[src/rtl/hazard_ctrl_if.sv]
// Signal bundle between the pipeline datapath and the hazard controller.
// The datapath (master) reports stage status; the controller (slave) returns latch controls.
interface hazard_ctrl_if #(
    parameter int REGW = 5,
    parameter int CNTW = 16
);
    logic            ihit;
    logic            dhit;
    logic            mem_d_ren;
    logic            mem_d_wen;
    logic            mem_halt;
    logic            ex_d_ren;
    logic [REGW-1:0] ex_wsel;
    logic            ex_redirect;
    logic [REGW-1:0] dc_rsel1;
    logic [REGW-1:0] dc_rsel2;
    logic            dc_uses_rs2;

    logic            pc_en;
    logic            fd_en;
    logic            fd_flush;
    logic            id_en2;
    logic            hz_flushed2;
    logic            em_en;
    logic            em_flush;
    logic            mw_en;
    logic            mw_flush;
    logic            halted;
    logic [CNTW-1:0] stall_cnt;
    logic [CNTW-1:0] redirect_cnt;

    modport master (
        output ihit, dhit, mem_d_ren, mem_d_wen, mem_halt, ex_d_ren, ex_wsel,
               ex_redirect, dc_rsel1, dc_rsel2, dc_uses_rs2,
        input  pc_en, fd_en, fd_flush, id_en2, hz_flushed2, em_en, em_flush,
               mw_en, mw_flush, halted, stall_cnt, redirect_cnt
    );

    modport slave (
        input  ihit, dhit, mem_d_ren, mem_d_wen, mem_halt, ex_d_ren, ex_wsel,
               ex_redirect, dc_rsel1, dc_rsel2, dc_uses_rs2,
        output pc_en, fd_en, fd_flush, id_en2, hz_flushed2, em_en, em_flush,
               mw_en, mw_flush, halted, stall_cnt, redirect_cnt
    );
endinterface

[src/rtl/hazard_ctrl.sv]
// Pipeline hazard controller: data wait > EX redirect > load-use > fetch miss,
// plus halt freeze and saturating stall/redirect counters.
module hazard_ctrl #(
    parameter int REGW = 5,
    parameter int CNTW = 16
) (
    input  logic          CLK,
    input  logic          RST,
    hazard_ctrl_if.slave  hif
);
    typedef enum logic [1:0] {S_RUN, S_MEM_WAIT, S_HALTED} state_t;

    state_t          r_state, w_next;
    logic [CNTW-1:0] r_stall_cnt, r_redirect_cnt;

    logic w_memreq, w_dwait, w_loaduse, w_active, w_redirect_taken;
    logic w_pc_en, w_fd_en, w_fd_flush, w_id_en2, w_hz_flushed2;
    logic w_em_en, w_em_flush, w_mw_en, w_mw_flush, w_halted;

    assign w_memreq  = hif.mem_d_ren | hif.mem_d_wen;
    assign w_dwait   = w_memreq & ~hif.dhit;
    assign w_active  = (r_state != S_HALTED);
    // $0 is hardwired, so a load targeting it can never create a dependency
    assign w_loaduse = hif.ex_d_ren & (hif.ex_wsel != '0) &
                       ((hif.ex_wsel == hif.dc_rsel1) |
                        (hif.dc_uses_rs2 & (hif.ex_wsel == hif.dc_rsel2)));
    assign w_redirect_taken = w_active & ~w_dwait & hif.ex_redirect;

    always_ff @(posedge CLK) begin
        if (RST) r_state <= S_RUN;
        else     r_state <= w_next;
    end

    // RUN and MEM_WAIT share transitions: stay waiting while the access is
    // outstanding, otherwise halt if a halt has reached MEM.
    always_comb begin
        w_next = r_state;
        case (r_state)
            S_RUN, S_MEM_WAIT: begin
                if (w_dwait)           w_next = S_MEM_WAIT;
                else if (hif.mem_halt) w_next = S_HALTED;
                else                   w_next = S_RUN;
            end
            S_HALTED: w_next = S_HALTED;
            default:  w_next = S_RUN;
        endcase
    end

    always_comb begin
        w_pc_en       = 1'b1;
        w_fd_en       = 1'b1;
        w_fd_flush    = 1'b0;
        w_id_en2      = 1'b1;
        w_hz_flushed2 = 1'b0;
        w_em_en       = 1'b1;
        w_em_flush    = 1'b0;
        w_mw_en       = 1'b1;
        w_mw_flush    = 1'b0;
        w_halted      = 1'b0;
        if (RST) begin
            w_pc_en       = 1'b0;
            w_fd_en       = 1'b0;
            w_fd_flush    = 1'b1;
            w_id_en2      = 1'b0;
            w_hz_flushed2 = 1'b1;
            w_em_en       = 1'b0;
            w_em_flush    = 1'b1;
            w_mw_en       = 1'b0;
            w_mw_flush    = 1'b1;
        end else if (!w_active || w_dwait) begin
            // Freeze everything upstream of WB and bubble the WB stage
            w_pc_en    = 1'b0;
            w_fd_en    = 1'b0;
            w_id_en2   = 1'b0;
            w_em_en    = 1'b0;
            w_mw_en    = 1'b0;
            w_mw_flush = 1'b1;
            w_halted   = !w_active;
        end else if (hif.ex_redirect) begin
            w_fd_en       = 1'b0;
            w_fd_flush    = 1'b1;
            w_id_en2      = 1'b0;
            w_hz_flushed2 = 1'b1;
        end else if (w_loaduse) begin
            w_pc_en       = 1'b0;
            w_fd_en       = 1'b0;
            w_id_en2      = 1'b0;
            w_hz_flushed2 = 1'b1;
        end else if (!hif.ihit) begin
            w_pc_en    = 1'b0;
            w_fd_en    = 1'b0;
            w_fd_flush = 1'b1;
        end
    end

    always_ff @(posedge CLK) begin
        if (RST) begin
            r_stall_cnt    <= '0;
            r_redirect_cnt <= '0;
        end else if (w_active) begin
            if (!w_pc_en && r_stall_cnt != '1)
                r_stall_cnt <= r_stall_cnt + 1'b1;
            if (w_redirect_taken && r_redirect_cnt != '1)
                r_redirect_cnt <= r_redirect_cnt + 1'b1;
        end
    end

    assign hif.pc_en        = w_pc_en;
    assign hif.fd_en        = w_fd_en;
    assign hif.fd_flush     = w_fd_flush;
    assign hif.id_en2       = w_id_en2;
    assign hif.hz_flushed2  = w_hz_flushed2;
    assign hif.em_en        = w_em_en;
    assign hif.em_flush     = w_em_flush;
    assign hif.mw_en        = w_mw_en;
    assign hif.mw_flush     = w_mw_flush;
    assign hif.halted       = w_halted;
    assign hif.stall_cnt    = r_stall_cnt;
    assign hif.redirect_cnt = r_redirect_cnt;
endmodule
[src/flat_wrapper.sv]
// flat-port wrapper written by rule: the top's interface ports become plain ports
module hazard_ctrl_flat 
#(
    parameter int REGW = 5,
    parameter int CNTW = 16
)
  (CLK, RST, hif_ihit, hif_dhit, hif_mem_d_ren, hif_mem_d_wen, hif_mem_halt, hif_ex_d_ren, hif_ex_wsel, hif_ex_redirect, hif_dc_rsel1, hif_dc_rsel2, hif_dc_uses_rs2, hif_pc_en, hif_fd_en, hif_fd_flush, hif_id_en2, hif_hz_flushed2, hif_em_en, hif_em_flush, hif_mw_en, hif_mw_flush, hif_halted, hif_stall_cnt, hif_redirect_cnt);
  hazard_ctrl_if #(.REGW(REGW), .CNTW(CNTW)) hif_i ();
  input  logic CLK;
  input  logic RST;
  input wire logic [$bits(hif_i.ihit)-1:0] hif_ihit;
  input wire logic [$bits(hif_i.dhit)-1:0] hif_dhit;
  input wire logic [$bits(hif_i.mem_d_ren)-1:0] hif_mem_d_ren;
  input wire logic [$bits(hif_i.mem_d_wen)-1:0] hif_mem_d_wen;
  input wire logic [$bits(hif_i.mem_halt)-1:0] hif_mem_halt;
  input wire logic [$bits(hif_i.ex_d_ren)-1:0] hif_ex_d_ren;
  input wire logic [$bits(hif_i.ex_wsel)-1:0] hif_ex_wsel;
  input wire logic [$bits(hif_i.ex_redirect)-1:0] hif_ex_redirect;
  input wire logic [$bits(hif_i.dc_rsel1)-1:0] hif_dc_rsel1;
  input wire logic [$bits(hif_i.dc_rsel2)-1:0] hif_dc_rsel2;
  input wire logic [$bits(hif_i.dc_uses_rs2)-1:0] hif_dc_uses_rs2;
  output wire logic [$bits(hif_i.pc_en)-1:0] hif_pc_en;
  output wire logic [$bits(hif_i.fd_en)-1:0] hif_fd_en;
  output wire logic [$bits(hif_i.fd_flush)-1:0] hif_fd_flush;
  output wire logic [$bits(hif_i.id_en2)-1:0] hif_id_en2;
  output wire logic [$bits(hif_i.hz_flushed2)-1:0] hif_hz_flushed2;
  output wire logic [$bits(hif_i.em_en)-1:0] hif_em_en;
  output wire logic [$bits(hif_i.em_flush)-1:0] hif_em_flush;
  output wire logic [$bits(hif_i.mw_en)-1:0] hif_mw_en;
  output wire logic [$bits(hif_i.mw_flush)-1:0] hif_mw_flush;
  output wire logic [$bits(hif_i.halted)-1:0] hif_halted;
  output wire logic [$bits(hif_i.stall_cnt)-1:0] hif_stall_cnt;
  output wire logic [$bits(hif_i.redirect_cnt)-1:0] hif_redirect_cnt;
  assign hif_i.ihit = hif_ihit;
  assign hif_i.dhit = hif_dhit;
  assign hif_i.mem_d_ren = hif_mem_d_ren;
  assign hif_i.mem_d_wen = hif_mem_d_wen;
  assign hif_i.mem_halt = hif_mem_halt;
  assign hif_i.ex_d_ren = hif_ex_d_ren;
  assign hif_i.ex_wsel = hif_ex_wsel;
  assign hif_i.ex_redirect = hif_ex_redirect;
  assign hif_i.dc_rsel1 = hif_dc_rsel1;
  assign hif_i.dc_rsel2 = hif_dc_rsel2;
  assign hif_i.dc_uses_rs2 = hif_dc_uses_rs2;
  assign hif_pc_en = hif_i.pc_en;
  assign hif_fd_en = hif_i.fd_en;
  assign hif_fd_flush = hif_i.fd_flush;
  assign hif_id_en2 = hif_i.id_en2;
  assign hif_hz_flushed2 = hif_i.hz_flushed2;
  assign hif_em_en = hif_i.em_en;
  assign hif_em_flush = hif_i.em_flush;
  assign hif_mw_en = hif_i.mw_en;
  assign hif_mw_flush = hif_i.mw_flush;
  assign hif_halted = hif_i.halted;
  assign hif_stall_cnt = hif_i.stall_cnt;
  assign hif_redirect_cnt = hif_i.redirect_cnt;
  hazard_ctrl #(.REGW(REGW), .CNTW(CNTW)) u_core (.CLK(CLK), .RST(RST), .hif(hif_i));
endmodule
[config.mk]
export PLATFORM = sky130hd
export DESIGN_NAME = hazard_ctrl_flat
export DESIGN_NICKNAME = d
export VERILOG_FILES = /design/src/rtl/hazard_ctrl_if.sv /design/src/rtl/hazard_ctrl.sv /design/src/flat_wrapper.sv
export SDC_FILE = /design/constraint.sdc
export NUM_CORES = 1
export LEC_CHECK = 0
export BUFFER_PORTS_ARGS = -buffer_cell sky130_fd_sc_hd__buf_2
export CAP_MARGIN = 25
export CORE_MARGIN = 2
export CORE_UTILIZATION = 30
export DETAILED_ROUTE_END_ITERATION = 8
export PLACE_DENSITY = 0.61
export SYNTH_ARGS = -nofsm -noshare
export SYNTH_HDL_FRONTEND = slang
export SYNTH_SLANG_ARGS = --single-unit
[constraint.sdc]
create_clock -name CLK -period 5.4 [get_ports CLK]
set_clock_uncertainty 0.05 [all_clocks]
set_input_delay 0.81 -clock CLK [delete_from_list [all_inputs] [get_ports CLK]]
set_output_delay 0.81 -clock CLK [all_outputs]
set_load 0.03 [all_outputs]
==> metrics.md <==
| Metric | Value |
|---|---|
| Status | complete, no violations |
| Post-CTS Setup Inserts | 0 |
| Syn Inst Count | 227 |
| FF-to-FF End | u_core.hif.redirect_cnt[13]$_SDFFE_PP0P_ |
| Ratio of cells with drive above 1 in the final layout | 29.7% |
| Post-synth EDFFs | 0 |
| Die Y | 82.8 um |
| Slowest cell on the critical path | or4_1 |
| Main synth FF type | dfxtp_1 |
| Cell area after synthesis | 1860 um^2 |
| Post-Route Setup TNS | 0 ns |
| Initial antenna violation count | 0 |
| Worst setup path startpoint | hif_ex_wsel[0] |
| Commonest non-fill, non-tap cells in the layout | buf_2 (66), dfxtp_1 (34), nor2_1 (28) |
| Routed len/inst | 11.9 um |
| Cell taking the most area after synthesis | dfxtp_1 |
| Max-slew violations | 0 |
| Commonest non-fill, non-tap cell in the layout | buf_2 |
| Nets | 316 |
| FP Rows | 28 |
| Final worst setup slack | 2.09 ns |
| Crit path buf inv count | 3 |
| Post-detail-place hpwl | 3140 um |
| Logic gate share of total power | 14.9% |
| Worst setup path class | in2out |
| Post-Layout Inst Area | 2320 um^2 |
| Critical-path cell list | buf_2 -> or4_1 -> o21ai_0 -> o21a_1 -> o21ai_2 -> inv_2 -> buf_2 |
| Register bit count reported by yosys | 34 |
| DRC viols | 0 |
| Critical path capture point | hif_pc_en |
| Die footprint | 6860 um^2 |
| Mean Syn Cell Area | 8.21 um^2 |
| Root Buffer | clkbuf_8 |
| Cts hold-fix bufs | 0 |
| Clock sink count | 34 |
| Worst-Margin Slew | 0.811 ns |
| Worst setup EP type | output port |
| Switching Fraction | 28.2% |
| PnR Total Power | 0.537 mW |
| Initial drt markers | 75 |
| Maximum VDD drop | 0.116 mV |
| Ys async rst share | 0% |
| Overall Global Routing Usage | 12.8% |
| Internal power | 0.386 mW |
| Crit path top cell by count | buf_2 |
| Largest net degree at the start of global routing | 48 |
| Worst Path Max Fanout | 24 |
| Detailed-route via count | 1777 |
| P per Cell Area | 231 nW/um^2 |
| Seq pwr share | 48.4% |
| Placer Congestion | 0.814 |
| Chip width | 82.8 um |
| Endpoints failing setup | 0 |
| Ys Warns | 0 |
| Crit path required time | 4.54 ns |
| Period minus WS final | 3.31 ns |
| Num ports | 67 |
| RSZ-0062 raised after global routing | false |
| Reg-to-Reg Start | u_core.hif.redirect_cnt[9]$_SDFFE_PP0P_ |
| Core area | 5960 um^2 |
| Starting Density | 31.3% |
| Max Cap Viol | 0 |
| Critical path arrival | 2.45 ns |
| Final wirelength | 4340 um |
| CP peak stage delay | 0.52 ns |
| Gr ovfl total | 0 |
| Number of fill cells | 631 |
| Clock transition at path regs | 0.07 ns |
| Top cells by area, synth | dfxtp_1 (37%), xor2_1 (6.1%), nor2_1 (5.6%) |
| R2r setup slk | 3.11 ns |
| Antenna diodes | 0 |
| Drt pass-1 iters | 4 |
| Worst rel slew slack | 46.0% |
| Clock power frac | 36.7% |
| Total CTS buffers | 5 |
| Vias in the first global route | 1605 |
| H-tree Lvls | 2 |
| Insertion delay to the later sink of the worst-skew pair | 0.29 ns |
| Fmax | 302 MHz |
| Synth unique cells | 38 |
| Reg2reg path depth | 6 |
| Clock tree from TritonCTS | done |
| Delay-heaviest family, CP | buffers and inverters |
| Placement Cell Area | 2230 um^2 |
| IO buf count | 66 |
| Post-DRT Antenna Nets | 0 |
| Worst Hold Class | reg2reg |
| NetSw | 0.151 mW |
| Mapped Nets | 254 |
| Final hold violation count | 0 |
| Area grow syn2layout | 24.6% |
| Setup WS pre-CTS | 2.09 ns |
| Leak | 0.985 nW |
| Sequential element share of the synthesized area | 36.5% |
| Post-cts resize count | 0 |
| Hold slack | 0.407 ns |
| Cell depth of the worst setup path | 7 |
| Worst setup SP type | input port |
| Longest Clk Path Bufs | 2 |
| Synth top area share | 36.5% |
| Period utilization | 61.3% |
| Global-route wire length before repair | 7360 um |
| Via density | 4.87 |
power by group through the flow:
stage	Clock [mW]	Sequential (mW)	Combinational [mW]
floorplan	0	0.272	0.0494
global placement	0	0.265	0.0800
detailed placement	0	0.266	0.0807
CTS	0.204	0.260	0.0810
global route	0.217	0.261	0.0875
finish	0.197	0.260	0.0799
metrics by stage:
step | util (%) | cells
3_5_place_dp | 37.5 | 357
4_1_cts | 39.0 | 365
5_1_grt | 39.0 | 365
3_3_place_gp | 37.5 | 357
2_1_floorplan | - | 227
6_report | 39.0 | 365
cells in the mapped netlist (all sizes together), types with 3 or more instances:
cell type and number:
a21oi 14, and3 4, buf 6, clkbuf 6, dfxtp 34, inv 5
mux2 7, nand2 14, nand3 9, nand4 9, nor2 28, nor2b 8
nor3 6, nor4 6, o21ai 10, o21bai 3, o31ai 7, or3 6
or4 8, xnor2 7, xor2 13
layout make-up:
class / count / area (um^2) / share of cell area (%)
inverter: 5 / 18.8 / 0.808
timing repair buffer: 67 / 338 / 14.5
clock buffer: 7 / 86.3 / 3.72
clock inverter: 1 / 5.00 / 0.216
multi-input combinational: 176 / 1100 / 47.4
sequential: 34 / 681 / 29.3
tap: 75 / 93.8 / 4.04
how the worst min path moves through the flow:
stage	startpoint	endpoint	depth (start not counted)
after floorplan	u_core.r_state[1]$_SDFF_PP0_	u_core.r_state[0]$_SDFF_PP0_	1
after global placement	u_core.r_state[1]$_SDFF_PP0_	u_core.r_state[0]$_SDFF_PP0_	1
after detailed placement	u_core.r_state[1]$_SDFF_PP0_	u_core.r_state[0]$_SDFF_PP0_	1
after CTS	u_core.r_state[1]$_SDFF_PP0_	u_core.r_state[0]$_SDFF_PP0_	1
after global routing	u_core.r_state[1]$_SDFF_PP0_	u_core.r_state[0]$_SDFF_PP0_	1
final	u_core.r_state[1]$_SDFF_PP0_	u_core.r_state[0]$_SDFF_PP0_	1
kinds of logic after synthesis:
group                    Yosys count  share of synthesized area [%]
AND/OR/NAND/NOR                  106                           30.2
buffers and inverters             17                           4.43
multiplexers                       8                           4.77
adder cells (fa/ha/maj)            2                           1.34
XOR/XNOR                          20                           9.40
flip-flops                        34                           36.5
AO/OA/AOI/OAI                     40                           13.4
worst register-to-register path, cell delays in order, from the launching register on:
cell	delay, ns
dfxtp_1	0.36
and4_1	0.25
and4_1	0.22
a31oi_1	0.52
nand4_1	0.31
or3_1	0.38
a21oi_1	0.14
flip-flops by register name, indices dropped and copies added (netlist names):
register                 count
u_core.r_state               2
u_core.hif.redirect_cnt     16
u_core.hif.stall_cnt        16
per-layer routing:
layer  share of wire (%)  routed length [um]  GRT usage (%)  vias to the layer above
li1                    -                   -              -                      935
met2                  48                2060           20.7                       37
met5                   0                   0              0                        -
met4                 1.2                  51           3.43                        0
met1                  46                2000           16.0                      799
met3                 5.2                 224           4.97                        6
No activity file was read; power rests on OpenSTA's default activity.
